===== config.mk =====
export PLATFORM = sky130hd
export DESIGN_NAME = instr_stream_loader
export DESIGN_NICKNAME = d
export VERILOG_FILES = /design/src/rtl/instr_stream_loader.sv
export SDC_FILE = /design/constraint.sdc
export NUM_CORES = 1
export LEC_CHECK = 0
export ABC_AREA = 1
export CAP_MARGIN = 20
export CORE_ASPECT_RATIO = 2
export CORE_MARGIN = 8
export CORE_UTILIZATION = 55
export DETAILED_ROUTE_END_ITERATION = 7
export PLACE_DENSITY = 0.82
export SLEW_MARGIN = 40
export SYNTH_ARGS = -nofsm -noshare
export SYNTH_HDL_FRONTEND = slang
export SYNTH_SLANG_ARGS = --single-unit

===== constraint.sdc =====
create_clock -name clk -period 3.1 [get_ports clk]
set_clock_uncertainty 0.2 [all_clocks]
set_input_delay 0.62 -clock clk [delete_from_list [all_inputs] [get_ports clk]]
set_output_delay 0.62 -clock clk [all_outputs]
set_load 0.01 [all_outputs]

===== src/rtl/instr_stream_loader.sv =====
`default_nettype none
// ============================================================================
// instr_stream_loader: packs a byte stream into instruction-memory write windows,
// holding each write until the circular buffer has room ahead of the read pointer.
// Revision: 1.0
// ============================================================================
module instr_stream_loader #(
  parameter int ADDR_WIDTH = 8,
  parameter int WR_BYTES   = 8,
  parameter int LOG_WR     = 3,
  parameter int CNT_WIDTH  = 16
) (
  input  logic                    clk,
  input  logic                    rst_n,
  input  logic                    s_valid,
  output logic                    s_ready,
  input  logic [7:0]              s_data,
  input  logic                    s_last,
  input  logic                    start,
  input  logic [ADDR_WIDTH-1:0]   read_pointer,
  output logic                    we,
  output logic [LOG_WR-1:0]       write_pointer_shift_minusone,
  output logic [8*WR_BYTES-1:0]   wr_data,
  output logic [ADDR_WIDTH-1:0]   write_pointer,
  output logic                    load_done,
  output logic [CNT_WIDTH-1:0]    bytes_loaded
);

  localparam int c_PACK_W = 8 * WR_BYTES;
  localparam logic [LOG_WR:0] c_CNT_LAST = (LOG_WR+1)'(WR_BYTES - 1);
  localparam logic [LOG_WR:0] c_CNT_ONE  = (LOG_WR+1)'(1);

  typedef enum logic [1:0] {
    S_FILL  = 2'd0,
    S_FLUSH = 2'd1,
    S_DONE  = 2'd2
  } state_t;

  state_t                r_state;
  logic [LOG_WR:0]       r_cnt;
  logic [c_PACK_W-1:0]   r_pack;
  logic                  r_last_flag;

  logic [ADDR_WIDTH-1:0] w_used;
  logic [ADDR_WIDTH-1:0] w_free;
  logic [ADDR_WIDTH-1:0] w_cnt_ext;
  logic [ADDR_WIDTH-1:0] w_wp_next;
  logic                  w_space_ok;
  logic [LOG_WR-1:0]     w_byte_idx;
  logic [CNT_WIDTH:0]    w_bl_sum;

  assign w_used     = write_pointer - read_pointer;
  // Bitwise inverse of used is DEPTH-1-used: one byte always stays empty.
  assign w_free     = ~w_used;
  assign w_cnt_ext  = ADDR_WIDTH'(r_cnt);
  assign w_space_ok = (w_free >= w_cnt_ext);
  assign w_wp_next  = write_pointer + w_cnt_ext;
  assign w_byte_idx = r_cnt[LOG_WR-1:0];
  assign w_bl_sum   = {1'b0, bytes_loaded} + (CNT_WIDTH+1)'(r_cnt);

  assign s_ready = rst_n && (r_state == S_FILL);

  always_ff @(posedge clk or negedge rst_n) begin
    if (!rst_n) begin
      r_state                      <= S_FILL;
      r_cnt                        <= '0;
      r_pack                       <= '0;
      r_last_flag                  <= 1'b0;
      we                           <= 1'b0;
      write_pointer_shift_minusone <= '0;
      wr_data                      <= '0;
      write_pointer                <= '0;
      load_done                    <= 1'b0;
      bytes_loaded                 <= '0;
    end else begin
      we <= 1'b0;
      case (r_state)
        S_FILL: begin
          if (s_valid) begin
            r_pack[{w_byte_idx, 3'b000} +: 8] <= s_data;
            r_cnt <= r_cnt + c_CNT_ONE;
            if (r_cnt == c_CNT_LAST || s_last) begin
              r_state     <= S_FLUSH;
              r_last_flag <= s_last;
            end
          end
        end
        S_FLUSH: begin
          if (w_space_ok) begin
            we                           <= 1'b1;
            wr_data                      <= r_pack;
            write_pointer_shift_minusone <= LOG_WR'(r_cnt - c_CNT_ONE);
            write_pointer                <= w_wp_next;
            bytes_loaded                 <= w_bl_sum[CNT_WIDTH] ? '1 : w_bl_sum[CNT_WIDTH-1:0];
            r_cnt                        <= '0;
            r_pack                       <= '0;
            r_last_flag                  <= 1'b0;
            if (r_last_flag) begin
              r_state   <= S_DONE;
              load_done <= 1'b1;
            end else begin
              r_state <= S_FILL;
            end
          end
        end
        S_DONE: begin
          if (start) begin
            r_state   <= S_FILL;
            load_done <= 1'b0;
          end
        end
        default: r_state <= S_FILL;
      endcase
    end
  end

endmodule
`default_nettype wire


==> metrics.md <==
| Metric | Value |
|---|---|
| Reg-to-reg slack, setup | 0.12 ns |
| Cell type with the largest total area after synthesis | dfrtp_1 |
| Row Count | 62 |
| Ys flop type | dfrtp_1 |
| EDFF count, synth | 0 |
| Initial DRT Pass Iterations | 5 |
| Slowest stage delay, CP | 0.54 ns |
| WL/cell | 16.5 um |
| Clock-pin slew on the worst setup and hold paths | 0.07 ns |
| Setup crit end kind | flip-flop |
| Worst Path Required | 3.26 ns |
| Tmin final | 2.98 ns |
| Fraction of the mapped netlist area in compound gates | 2.25% |
| Fillers | 1020 |
| P&R area growth vs syn | 32.1% |
| Cell Area, Placed | 9290 um2 |
| Post-synthesis cell area | 7900 um2 |
| Final Wtd Congestion | 0.835 |
| Die area | 18700 um2 |
| Syn avg cell area | 7.99 um2 |
| Top-count cell post-synth | nand2_1 |
| Area of the core | 14200 um2 |
| Routed length on met2 | 11300 um |
| Status | finished, final reports clean |
| Critical path arrival | 3.14 ns |
| Worst slew pin tran | 1.17 ns |
| Yosys cell types | 30 |
| Critical Path, Cell by Cell | inv_2 > ha_4 > inv_2 > fa_1 > inv_1 > ha_1 > nand2_1 > nand2_1 > nand2_1 > nand2_1 > nand2_1 > nand2_1 > nor2_2 > buf_4 > nand3_4 > buf_12 > nand3_4 > nand2_1 > nand2_1 |
| Largest net degree at the start of global routing | 165 |
| Logic pwr share | 44.6% |
| First-pass GRT wire length | 31900 um |
| RSZ-0062 raised after global routing | yes |
| Final setup viols | 0 |
| CTS root buf | clkbuf_16 |
| Relative slew slack | 21.8% |
| DR vias/cell | 5.33 |
| Vias | 7113 |
| Die Height | 185 um |
| CTS max path bufs | 2 |
| Synth cell count leaders | nand2_1, dfrtp_1, inv_1, nor2_1, nand3_1 |
| Mux contribution to synthesized area | 0% |
| Wire length on met1 | 8680 um |
| Detailed Route Iter0 Violations | 624 |
| Largest fanout on the critical path | 8 |
| CP max stage cell | fa_1 |
| Critical path class | flip-flop to flip-flop |
| Post-synthesis net count | 1034 |
| CP most frequent cell | nand2_1 |
| Pwr per Cell Area | 989 nW/um2 |
| Period utilization | 96.1% |
| Synth Area in Adders | 4.25% |
| Layout Cells excl Fill | 1334 |
| H-tree levels | 4 |
| Share of cells above drive strength 1 | 10.9% |
| CTS Buf Count | 17 |
| Seq cells post-synth | 164 |
| Worst min path class | primary input to asynchronous set/reset pin |
| Nets | 1175 |
| Antenna violations before repair | 0 |
| Sw Share | 39.7% |
| Leakage | 5.56 nW |
| Synth top area share | 52.0% |
| Post-route ant nets | 0 |
| Die Span X | 101 um |
| GRT overflow | 0 |
| Ant diodes | 0 |
| WL met3 | 1510 um |
| Int Power | 0.00622 W |
| Hold Fails Final Rpt | 0 |
| Max-cap viol count | 0 |
| Max-slew violations | 0 |
| Post-synthesis xor/xnor area fraction | 1.55% |
| Simple-Gate Fraction of Synth Area | 33.6% |
| Drt total wl | 22000 um |
| Total clock sinks | 164 |
| Crit start category | flip-flop |
| Mapped Cells | 988 |
| NetSw | 0.00409 W |
| Hpwl dp | 13200 um |
| Initial Utilization | 55.6% |
| Port buffer count | 114 |
| IO Pins | 115 |
| Total power | 0.0103 W |
| Async set-or-reset flop fraction in the synthesized netlist | 100% |
| CTS hold repair buffers | 0 |
| Design Area, Final | 10400 um2 |
| Clock Latency Late Sink | 0.43 ns |
| Top Layer Used | met4 |
| Max Fclk | 0.336 GHz |
| GRT Util Overall | 21.4% |
| Synth warn | 0 |
| Clock power share | 21.0% |
| Register area share after synthesis | 52.0% |
| IR drop worst, VDD | 0.000495 V |
| Vias in the first global route | 6666 |
| CTS tree | built |
| Top cells by area, synth | dfrtp_1, nand2_1, inv_1 |
| Combinational family with the most area after synthesis | simple AND/OR/NAND/NOR gates |
| Drt drc | 0 |
| Flop pwr share | 34.4% |
| Dpl cells | 1285 |
## per-layer routing
| layer | global-route usage, % | vias to the layer above |
|---|---|---|
| met2 | 36.1 | 304 |
| li1 | - | 3359 |
| met1 | 26.0 | 3402 |
| met5 | 0 | - |
| met4 | 7.68 | 0 |
| met3 | 4.87 | 48 |
## worst max-delay path: cells and delay by family, from the launching register on
| family | cells | cell delay, ns |
|---|---|---|
| DFF | 1 | 0.39 |
| adders and majority gates | 3 | 0.93 |
| buffers and inverters | 5 | 0.53 |
| and+or+nand+nor | 11 | 0.88 |
## path summary, 6_finish.rpt
path                                                    from                 endpoint  depth (start not counted)
worst max-delay path            write_pointer[0]$_DFFE_PN0P_   r_pack[47]$_DFFE_PN0P_                         19
max in group asynchronous                              rst_n  wr_data[26]$_DFFE_PN0P_                          3
min in group clk                      r_pack[16]$_DFFE_PN0P_  wr_data[16]$_DFFE_PN0P_                          2
worst min register to register        r_pack[16]$_DFFE_PN0P_  wr_data[16]$_DFFE_PN0P_                          2
worst min-delay path                                   rst_n   r_pack[56]$_DFFE_PN0P_                          2
worst max register to register  write_pointer[0]$_DFFE_PN0P_   r_pack[47]$_DFFE_PN0P_                         19
## area by class of cell
| cell class | instances | area, um2 | area share (%) |
|---|---|---|---|
| sequential | 164 | 4100 | 39.3 |
| multi-input combinational | 718 | 3460 | 33.1 |
| clock inverter | 14 | 165 | 1.58 |
| clock buffer | 18 | 439 | 4.21 |
| tap | 192 | 240 | 2.30 |
| timing repair buffer | 151 | 1730 | 16.5 |
| inverter | 77 | 302 | 2.89 |
## through the flow
| step | hold WS, ns | worst slack [ns] | util [%] | setup TNS [ns] |
|---|---|---|---|---|
| finish | 0.00997 | 0.120 | 73.5 | 0 |
| global route | 0.0375 | -0.0803 | 73.5 | -2.55 |
| CTS | 0.227 | 0.00239 | 69.7 | 0 |
| detailed placement | 0.254 | -0.401 | 65.4 | -55.82 |
| global placement | 0.258 | -0.361 | 65.4 | -50.99 |
| floorplan | 0.124 | 0.266 | - | 0 |
## state kept, by name, summed over array words and instances (netlist names)
signal                        flops
load_done                         1
we                                1
r_pack                           64
r_cnt                             4
wr_data                          64
write_pointer_shift_minusone      3
write_pointer                     8
r_last_flag                       1
r_state                           2
bytes_loaded                     16
## power by group through the flow
stage               Clock, W  Sequential (W)  Combinational, W
floorplan                  0         0.00363           0.00225
detailed placement         0         0.00354           0.00404
global placement           0         0.00353           0.00391
finish               0.00217         0.00355           0.00460
global route         0.00227         0.00364           0.00508
CTS                  0.00219         0.00352           0.00409
## layout by cell type (no fill, tap or decap), drive strengths merged
cell,n
inv,83
nor3b,1
clkinvlp,3
xnor2,3
nand4,24
a31o,1
fa,3
a21oi,8
nand2,510
ha,22
nor4,1
bufinv,2
dfrtp,164
o211ai,1
clkbuf,27
or2,7
buf,29
clkdlybuf4s50,111
clkinv,3
xor2,11
nand3b,4
dlymetal6s2s,2
nand3,41
o21ai,23
a31oi,1
nor3,11
nor2,46
## repair_timing
item	in CTS	in global routing
buffers inserted	0	4
resized for setup	0	46
endpoints found under the setup margin	0	158
## cell families (layout without fill, tap and decap cells)
family | count (synthesis) | count (layout)
adders and majority gates | 25 | 25
DFF | 164 | 164
buffers and inverters | 106 | 260
and+or+nand+nor | 645 | 645
AOI/OAI and AO/OA | 34 | 34
xor gates and xnor gates | 14 | 14
(Power assumes the default switching activity.)
